`src/rtl/uart_rx_ram_pkg.sv`:
```
// Shared definitions for the UART capture path: receiver FSM states, 8N1 line levels
// and default link parameters.
package uart_rx_ram_pkg;

  localparam int DEF_CLKS_PER_BIT = 5208;
  localparam int DEF_WIDTH        = 8;
  localparam int DEF_DEPTH        = 84;

  localparam logic LINE_IDLE  = 1'b1;
  localparam logic START_LVL  = 1'b0;
  localparam logic STOP_LVL   = 1'b1;

  typedef enum logic [2:0] {
    RX_IDLE,
    RX_START,
    RX_DATA,
    RX_STOP,
    RX_BREAK
  } rx_state_e;

endpackage

```
`src/rtl/uart_rx_ram_rx.sv`:
```
// 8N1 serial receiver: two-flop synchronizer, bit-timing FSM and LSB-first shift register.
// Produces the last good byte plus one-cycle valid / framing-error pulses.
module uart_rx_ram_rx
  import uart_rx_ram_pkg::*;
#(
  parameter int CLKS_PER_BIT = DEF_CLKS_PER_BIT,
  parameter int WIDTH        = DEF_WIDTH
) (
  input  logic             clk_i,
  input  logic             rst_ni,
  input  logic             rx_i,
  output logic [WIDTH-1:0] rx_data_o,
  output logic             rx_valid_o,
  output logic             frame_err_o,
  output logic             rx_busy_o
);

  localparam int CW = $clog2(CLKS_PER_BIT);
  localparam int BW = (WIDTH > 1) ? $clog2(WIDTH) : 1;
  localparam logic [CW-1:0] HALF_CNT = CW'(CLKS_PER_BIT / 2 - 1);
  localparam logic [CW-1:0] LAST_CNT = CW'(CLKS_PER_BIT - 1);
  localparam logic [BW-1:0] LAST_BIT = BW'(WIDTH - 1);

  logic             rx_meta_q, rx_s_q;
  rx_state_e        state_q, state_d;
  logic [CW-1:0]    clk_cnt_q, clk_cnt_d;
  logic [BW-1:0]    bit_idx_q, bit_idx_d;
  logic [WIDTH-1:0] shift_q, shift_d;
  logic [WIDTH-1:0] rx_data_q, rx_data_d;
  logic             rx_valid_q, rx_valid_d;
  logic             frame_err_q, frame_err_d;

  // The line is asynchronous; the FSM only ever looks at the second flop.
  always_ff @(posedge clk_i or negedge rst_ni) begin
    if (!rst_ni) begin
      rx_meta_q <= LINE_IDLE;
      rx_s_q    <= LINE_IDLE;
    end else begin
      rx_meta_q <= rx_i;
      rx_s_q    <= rx_meta_q;
    end
  end

  always_ff @(posedge clk_i or negedge rst_ni) begin
    if (!rst_ni) begin
      state_q     <= RX_IDLE;
      clk_cnt_q   <= '0;
      bit_idx_q   <= '0;
      shift_q     <= '0;
      rx_data_q   <= '0;
      rx_valid_q  <= 1'b0;
      frame_err_q <= 1'b0;
    end else begin
      state_q     <= state_d;
      clk_cnt_q   <= clk_cnt_d;
      bit_idx_q   <= bit_idx_d;
      shift_q     <= shift_d;
      rx_data_q   <= rx_data_d;
      rx_valid_q  <= rx_valid_d;
      frame_err_q <= frame_err_d;
    end
  end

  // Start is checked at half a bit, every later sample one full bit on, landing mid-bit.
  always_comb begin
    state_d     = state_q;
    clk_cnt_d   = clk_cnt_q + CW'(1);
    bit_idx_d   = bit_idx_q;
    shift_d     = shift_q;
    rx_data_d   = rx_data_q;
    rx_valid_d  = 1'b0;
    frame_err_d = 1'b0;

    unique case (state_q)
      RX_IDLE: begin
        clk_cnt_d = '0;
        if (rx_s_q == START_LVL) state_d = RX_START;
      end
      RX_START: begin
        if (clk_cnt_q == HALF_CNT) begin
          clk_cnt_d = '0;
          state_d   = (rx_s_q == START_LVL) ? RX_DATA : RX_IDLE;
        end
      end
      RX_DATA: begin
        if (clk_cnt_q == LAST_CNT) begin
          clk_cnt_d = '0;
          shift_d   = {rx_s_q, shift_q[WIDTH-1:1]};
          if (bit_idx_q == LAST_BIT) begin
            bit_idx_d = '0;
            state_d   = RX_STOP;
          end else begin
            bit_idx_d = bit_idx_q + BW'(1);
          end
        end
      end
      RX_STOP: begin
        if (clk_cnt_q == LAST_CNT) begin
          clk_cnt_d = '0;
          if (rx_s_q == STOP_LVL) begin
            rx_valid_d = 1'b1;
            rx_data_d  = shift_q;
            state_d    = RX_IDLE;
          end else begin
            frame_err_d = 1'b1;
            state_d     = RX_BREAK;
          end
        end
      end
      RX_BREAK: begin
        clk_cnt_d = '0;
        if (rx_s_q == LINE_IDLE) state_d = RX_IDLE;
      end
      default: begin
        clk_cnt_d = '0;
        state_d   = RX_IDLE;
      end
    endcase
  end

  assign rx_data_o   = rx_data_q;
  assign rx_valid_o  = rx_valid_q;
  assign frame_err_o = frame_err_q;
  assign rx_busy_o   = (state_q != RX_IDLE);

endmodule

```
`src/rtl/uart_rx_ram_top.sv`:
```
// UART receive capture: every good byte is appended to an on-chip RAM that the host
// reads back by address. Writes stop at full; later bytes only raise the sticky overflow.
module uart_rx_ram_top
  import uart_rx_ram_pkg::*;
#(
  parameter  int CLKS_PER_BIT = DEF_CLKS_PER_BIT,
  parameter  int WIDTH        = DEF_WIDTH,
  parameter  int DEPTH        = DEF_DEPTH,
  localparam int ADDR         = $clog2(DEPTH),
  localparam int CNT          = $clog2(DEPTH + 1)
) (
  input  logic             clk_i,
  input  logic             rst_ni,
  input  logic             rx_in_i,
  input  logic             clr_i,
  input  logic [ADDR-1:0]  rd_addr_i,
  output logic [WIDTH-1:0] rd_data_o,
  output logic [WIDTH-1:0] rx_data_o,
  output logic             rx_valid_o,
  output logic             frame_err_o,
  output logic             rx_busy_o,
  output logic [CNT-1:0]   byte_cnt_o,
  output logic             full_o,
  output logic             overflow_o
);

  logic [WIDTH-1:0] rx_data;
  logic             rx_valid;

  uart_rx_ram_rx #(
    .CLKS_PER_BIT (CLKS_PER_BIT),
    .WIDTH        (WIDTH)
  ) u_rx (
    .clk_i       (clk_i),
    .rst_ni      (rst_ni),
    .rx_i        (rx_in_i),
    .rx_data_o   (rx_data),
    .rx_valid_o  (rx_valid),
    .frame_err_o (frame_err_o),
    .rx_busy_o   (rx_busy_o)
  );

  logic [WIDTH-1:0] ram_q [DEPTH];
  // The write pointer doubles as the byte count; it is wide enough to reach DEPTH.
  logic [CNT-1:0]   wr_ptr_q, wr_ptr_d;
  logic             overflow_q, overflow_d;
  logic [WIDTH-1:0] rd_data_q, rd_data_d;
  logic             full;
  logic             wr_en;

  assign full = (wr_ptr_q == CNT'(DEPTH));

  // A clear on the same cycle as a good byte wins, so that byte is never stored.
  always_comb begin
    wr_ptr_d   = wr_ptr_q;
    overflow_d = overflow_q;
    wr_en      = rx_valid && !full && !clr_i;
    if (clr_i) begin
      wr_ptr_d   = '0;
      overflow_d = 1'b0;
    end else if (rx_valid) begin
      if (full) overflow_d = 1'b1;
      else      wr_ptr_d   = wr_ptr_q + CNT'(1);
    end
  end

  always_ff @(posedge clk_i or negedge rst_ni) begin
    if (!rst_ni) begin
      wr_ptr_q   <= '0;
      overflow_q <= 1'b0;
    end else begin
      wr_ptr_q   <= wr_ptr_d;
      overflow_q <= overflow_d;
    end
  end

  always_ff @(posedge clk_i) begin
    if (wr_en) ram_q[wr_ptr_q[ADDR-1:0]] <= rx_data;
  end

  always_comb begin
    rd_data_d = '0;
    if (int'(rd_addr_i) < DEPTH) rd_data_d = ram_q[rd_addr_i];
  end

  always_ff @(posedge clk_i or negedge rst_ni) begin
    if (!rst_ni) rd_data_q <= '0;
    else         rd_data_q <= rd_data_d;
  end

  assign rd_data_o   = rd_data_q;
  assign rx_data_o   = rx_data;
  assign rx_valid_o  = rx_valid;
  assign byte_cnt_o  = wr_ptr_q;
  assign full_o      = full;
  assign overflow_o  = overflow_q;

endmodule
```
`config.mk`:
```
export PLATFORM = sky130hd
export DESIGN_NAME = uart_rx_ram_top
export DESIGN_NICKNAME = d
export VERILOG_FILES = /design/src/rtl/uart_rx_ram_pkg.sv /design/src/rtl/uart_rx_ram_rx.sv /design/src/rtl/uart_rx_ram_top.sv
export SDC_FILE = /design/constraint.sdc
export NUM_CORES = 1
export LEC_CHECK = 0
export ABC_AREA = 1
export CELL_PAD_IN_SITES_DETAIL_PLACEMENT = 0
export CELL_PAD_IN_SITES_GLOBAL_PLACEMENT = 1
export CORE_ASPECT_RATIO = 2
export CORE_MARGIN = 3
export CORE_UTILIZATION = 46
export DETAILED_ROUTE_END_ITERATION = 12
export GPL_TIMING_DRIVEN = 0
export PLACE_DENSITY_LB_ADDON = 0.08
export RECOVER_POWER = 50
export SLEW_MARGIN = 20
export SYNTH_ARGS = -nofsm -noshare
export SYNTH_HDL_FRONTEND = slang
export SYNTH_HIERARCHICAL = 1
export SYNTH_SLANG_ARGS = --single-unit
```
`constraint.sdc`:
```
create_clock -name clk_i -period 2.4 [get_ports clk_i]
set_input_delay 0.24 -clock clk_i [delete_from_list [all_inputs] [get_ports clk_i]]
set_output_delay 0.24 -clock clk_i [all_outputs]
set_load 0.02 [all_outputs]
```
== Word level (Yosys, flattened, before mapping) ==
Memories as Yosys holds them, arrays and structs flattened.
Cells that the tools add are included.

* Order comparisons: 1
* Equality and inequality tests: 15
* Add/subtract/negate cells: 3
* Multiplexer cells: 28
* Reductions and logical operators: 14

{| class="wikitable"
|+ Operator list
! cell !! count
|-
| $mux 13 || 2
|-
| $pmux 13 s2 || 1
|-
| $mux 3 || 8
|-
| $mux 7 || 3
|-
| $pmux 3 s5 || 1
|-
| $add 13x1->13 const B || 1
|-
| $eq 13x12->1 const B || 1
|-
| $eq 13x13->1 const B || 1
|-
| $mux 1 || 11
|-
| $ne 2x1->1 const B || 5
|-
| $mux 8 || 1
|-
| $add 7x1->7 const B || 1
|-
| $eq 7x7->1 const B || 1
|-
| $lt 7x7->1 const B || 1
|-
| $eq 3x2->1 const B || 2
|-
| $eq 3x3->1 const B || 2
|-
| $reduce_and 2->1 || 3
|-
| $reduce_and 6->1 || 1
|-
| $ne 2x2->1 const B || 2
|-
| $reduce_bool 2->1 || 2
|-
| $add 3x1->3 const B || 1
|-
| $eq 3x1->1 const B || 1
|-
| $logic_not 3->1 || 1
|-
| $reduce_and 3->1 || 1
|-
| 5 further kinds || 7
|}

* Memory bits (writable): 672
* Input port bits: 11
* Flip-flop bits (word level): 55
* Memories kept: 1

{| class="wikitable"
|+ Memory list
! name !! words !! width !! read ports !! clocked after Yosys merged registers in !! wr ports !! line !! RTL
|-
| ram_q || 84 || 8 || 1 || 0 || 1 || uart_rx_ram_top.sv:43 || <nowiki>logic [WIDTH-1:0] ram_q [DEPTH];</nowiki>
|}

== Depth between registers and ports, before layout ==
* Depth in word-level cells: 6
* Mapped depth: 13
* Gate-level depth less buffers: 11

== Hierarchy ==
The synthesis kept the hierarchy.

{| class="wikitable"
|+ Modules (own cells, without submodules)
! module !! sequential area each (sq um) !! cells an instance !! times used !! area an instance (sq um)
|-
| uart_rx_ram_top || 20579.7 || 2447 || 1 || 28441.0
|-
| uart_rx_ram_rx || 978.4 || 212 || 1 || 1829.3
|}

== Worst setup path after synthesis ==
Ideal clock, no wire load.

* Path type: reg2reg
* From: register wr_ptr_q[0], in the netlist byte_cnt_o[0]
* To: memory ram_q[82][0] in the netlist's numbering (enable)
* Clock period less this slack: 2.565 ns
* Buffers on the path: 2
* Arrival time: 2.195 ns
* Required time: 2.030 ns
* Path slack: -0.165 ns
* Stages on the path, launching flop included: 10
* Library setup time: 0.370 ns
* Cell sequence: dfrtp_1 > clkinv_1 > ha_1 > nand4_1 > nand2_1 > nor2_1 > buf_2 > nand4_1 > buf_4 > nor2_1

* Word-level cells in the longest chain between the ends: 6

{| class="wikitable"
|+ RTL lines
! what !! line !! RTL
|-
| from (decl) || uart_rx_ram_top.sv:45 || <nowiki>logic [CNT-1:0] wr_ptr_q, wr_ptr_d;</nowiki>
|-
| from (signal assigned) || uart_rx_ram_top.sv:72 || <nowiki>wr_ptr_q <= wr_ptr_d;</nowiki>
|-
| $eq 7x7->1 || uart_rx_ram_top.sv:51 || <nowiki>assign full = (wr_ptr_q == CNT'(DEPTH));</nowiki>
|-
| $logic_not 1->1 || uart_rx_ram_top.sv:57 || <nowiki>wr_en = rx_valid && !full && !clr_i;</nowiki>
|-
| $logic_and 1x1->1 (2 in series) || uart_rx_ram_top.sv:57 ||
|-
| $mux 1 || uart_rx_ram_top.sv:78 || <nowiki>if (wr_en) ram_q[wr_ptr_q[ADDR-1:0]] <= rx_data;</nowiki>
|-
| $mux 1 (implied by the code) || uart_rx_ram_top.sv:78 ||
|-
| to (decl) || uart_rx_ram_top.sv:43 ||
|}

Parallel ways exist; a longest one is shown, timed or not.

== Worst setup path after layout ==
* From: register wr_ptr_q[5], in the netlist byte_cnt_o[5]
* To: memory ram_q[17][1] in the netlist's numbering (enable)

The elaborated chain is that of the path after synthesis.

==> results.json <==
{
  "number_of_unique_standard_cell_types_used_by_synthesis": 39,
  "initial_drt_pass_iterations": 5,
  "max_slew_headroom": -0.006005,
  "routed_wire_length_per_instance_um": 28.31,
  "syn_to_final_growth_pct": 17.50,
  "timing.final.hold_violations": 0,
  "grt_pass1_wl_um": 148400,
  "synth.ff_latch_count": 727,
  "finish.net_count": 2847,
  "synth.top_cells.by_area": "sky130_fd_sc_hd__edfxtp_1 67%, sky130_fd_sc_hd__nand2_1 6.8%, sky130_fd_sc_hd__nor2_1 5.6%",
  "crit_path_max_fanout": 8,
  "fin_skew_ps": 15.43,
  "clock_latency_ps": 590,
  "design.core.area_um2": 64910,
  "synth_nets": 2675,
  "path_class": "reg2reg",
  "whs_ps": 184.8,
  "worstPathArrival_ps": 2680,
  "hp-class": "in2async",
  "grt_max_degree": 62,
  "slew_viol_final": 58,
  "r2r_slack_ps": -20,
  "synth_seq_area_share": 0.7122,
  "cp.buffers_inverters": 0,
  "placed_cells": 3575,
  "via_total_after_detailed_routing": 21100,
  "grt_pass1_vias": 21360,
  "achievable-frequency_mhz": 412.9,
  "warnings_from_yosys": 6,
  "floorplan.io_pins": 39,
  "std_cell_rows": 132,
  "cpLargestDelayFamily": "simple AND/OR/NAND/NOR gates",
  "io_buffers": 36,
  "rsz_0062_raised_after_global_routing": "yes",
  "power_leakage_nw": 14.00,
  "dr.first_iter.drc_count": 1733,
  "n_fill_cell": 5605,
  "yosys.area.top_type_share": 0.6666,
  "synth_area_leader_cell": "sky130_fd_sc_hd__edfxtp_1",
  "instances_no_fill": 3753,
  "final_period_minus_worst_setup_slack_ps": 2422,
  "cp_cell_sequence": "nor2_1 -> nand2_1 -> nor2_4",
  "synthesis.area_um2": 30270,
  "final-setup-viol-count": 21,
  "cts_tree": "done",
  "crit_path_start_kind": "flip-flop",
  "drcViolationCount": 0,
  "globalRouteTotalUtil": 0.3055,
  "vias_per_cell": 5.622,
  "globalplace.congestion": 0.9560,
  "timing.critical_path.slowest_cell_delay_ps": 700,
  "route.antenna.remaining_nets": 0,
  "die_h_um": 368.8,
  "timing.critical_path.slowest_stage_cell": "sky130_fd_sc_hd__nand2_1",
  "postLayoutSetupSlackWorst_ps": -21.70,
  "failed_checks": "max-capacitance violations, max-slew violations, negative setup slack",
  "initial_utilization": 0.4664,
  "cts_root_buffer": "sky130_fd_sc_hd__clkbuf_16",
  "outcome": "finished with violations",
  "cts_inserted_buffers": 66,
  "die_area_um2": 69110,
  "syn-mean-instance-area_um2": 11.38,
  "grt_antenna_before_repair": 1,
  "htreeDepth": 3,
  "drive_above_1_share": 0.1388,
  "drv.max_cap_violation_count": 1,
  "clkSinkCount": 727,
  "irDropWorstVdd_mv": 0.6366,
  "wirelength_um": 106200,
  "timing.final.crit_share": 1.009,
  "grt-ovfl-total": 0,
  "tightestPinTransition_ps": 1509,
  "cts-root-to-sink-buffers": 3,
  "fp.dieW_um": 187.4,
  "worst_endpoint_required_time_ps": 2660,
  "power.density_cell_area_nw_per_um2": 721.3,
  "hpwlAfterDp_um": 74580,
  "clk_pin_slew_ps": 60,
  "crit_path_end_kind": "flip-flop",
  "synth_instances": 2659
}
[layout by cell type (no fill, tap or decap), types with 9 or more instances in the layout]
master,count
sky130_fd_sc_hd__dfrtp_1,42
sky130_fd_sc_hd__o21ai_1,37
sky130_fd_sc_hd__o22ai_1,24
sky130_fd_sc_hd__o21ai_0,195
sky130_fd_sc_hd__buf_6,32
sky130_fd_sc_hd__nand2_1,544
sky130_fd_sc_hd__clkdlybuf4s50_1,31
sky130_fd_sc_hd__clkinv_1,13
sky130_fd_sc_hd__buf_4,35
sky130_fd_sc_hd__buf_2,38
sky130_fd_sc_hd__buf_12,30
sky130_fd_sc_hd__edfxtp_1,672
sky130_fd_sc_hd__clkbuf_2,18
sky130_fd_sc_hd__a21oi_1,26
sky130_fd_sc_hd__nand3_1,225
sky130_fd_sc_hd__clkinv_2,13
sky130_fd_sc_hd__inv_2,10
sky130_fd_sc_hd__nor2_4,86
sky130_fd_sc_hd__nand2_2,9
sky130_fd_sc_hd__clkbuf_16,70
sky130_fd_sc_hd__o211ai_1,50
sky130_fd_sc_hd__nor2_1,361
sky130_fd_sc_hd__clkbuf_1,55
sky130_fd_sc_hd__inv_1,148
sky130_fd_sc_hd__o221ai_1,13
[state kept, by name, summed over array words and instances, names as in the netlist, 3 cells and up]
name,flops
byte_cnt_o,7
u_rx/clk_cnt_q,13
u_rx/shift_q,8
u_rx/state_q,3
u_rx/bit_idx_q,3
ram_q,672
u_rx/rx_data_o,8
rd_data_o,8
[layer usage]
| metal | share of wire | vias up | GRT usage |
|---|---|---|---|
| met1 | 0.32 | 10400 | 0.2991 |
| met2 | 0.54 | 851 | 0.5702 |
| met5 | 0 | - | 0 |
| li1 | - | 9534 | - |
| met4 | 0.093 | 0 | 0.2450 |
| met3 | 0.048 | 310 | 0.03896 |
[timing repair]
action | in CTS | in global routing
resized for setup | 176 | 35
gates cloned | 0 | 1
setup buffers | 50 | 9
endpoints found under the hold margin | 55 | 0
endpoints found under the setup margin | 686 | 431
pin swaps | 26 | 12
hold buffers | 1 | 0
[where the power goes]
group	internal, W	total [W]	switching, W
registers	0.0136	0.0137	0.00000677
clock network	0.00586	0.0105	0.00467
logic	0.000395	0.00147	0.00108
[final cells by class]
cell class                 count  area, µm²  share of cell area
inverter                     165      635.6             0.01787
buffer                       144      940.9             0.02645
sequential                   727      21590              0.6071
tap                          871       1090             0.03064
multi-input combinational   1621       7929              0.2229
antenna                        1      2.502          0.00007036
clock buffer                  87       1844             0.05185
clock inverter                31      255.2            0.007177
timing repair buffer         106       1277             0.03592
[through the flow]
stage	utilization	setup TNS, ps	instance area (µm²)	total power [W]	worst slack, ps
floorplan	-	-24600	30350	0.01471	-81.50
global placement	0.4899	-1336010	31800	0.01536	-1772
detailed placement	0.4938	-602060	32050	0.01538	-1497
CTS	0.5475	-41.29	35540	0.02573	-10.29
global route	0.5480	-7307	35570	0.02629	-61.26
finish	0.5480	-259.3	35570	0.02565	-21.70
[cell families (layout without fill, tap and decap cells)]
logic type | after synthesis | count (layout) | share of synthesized area
and+or+nand+nor | 1253 | 1253 | 0.1681
other | 0 | 1 | 0
DFF | 727 | 727 | 0.7122
AOI/OAI and AO/OA | 357 | 357 | 0.06717
xor gates and xnor gates | 6 | 6 | 0.001736
buffers and inverters | 311 | 533 | 0.04873
adders and majority gates | 5 | 5 | 0.002067
[Yosys cell counts (all sizes together)]
cell type / number
edfxtp: 672
nand2: 554
nor2: 451
o21ai: 240
nand3: 227
inv: 158
buf: 98
dfrtp: 53
o211ai: 50
clkbuf: 48
a21oi: 26
o22ai: 24
o221ai: 13
nand4: 9
nor3: 8
clkinv: 7
xor2: 6
ha: 5
dfstp: 2
nor3b: 2
a31o: 1
a31oi: 1
nor4: 1
o211a: 1
o21a: 1
or2: 1
[worst reg2reg max path, delay by kind of cell (launching register included)]
kind,cells,cell delay (ps)
DFF,1,450
and+or+nand+nor,3,1640
[path summary, 6_finish.rpt]
check                                from            endpoint  cells after the start
max in group asynchronous          rst_ni   u_rx/rx_data_o[3]                      3
min in group clk_i                rx_in_i      u_rx/rx_meta_q                      1
hold reg to reg            u_rx/rx_meta_q         u_rx/rx_s_q                      0
setup reg to reg            byte_cnt_o[5]        ram_q[17][1]                      3
setup / recovery            byte_cnt_o[5]        ram_q[17][1]                      3
hold / removal                     rst_ni  u_rx/clk_cnt_q[11]                      2
No activity file was read; power rests on OpenSTA's default activity.
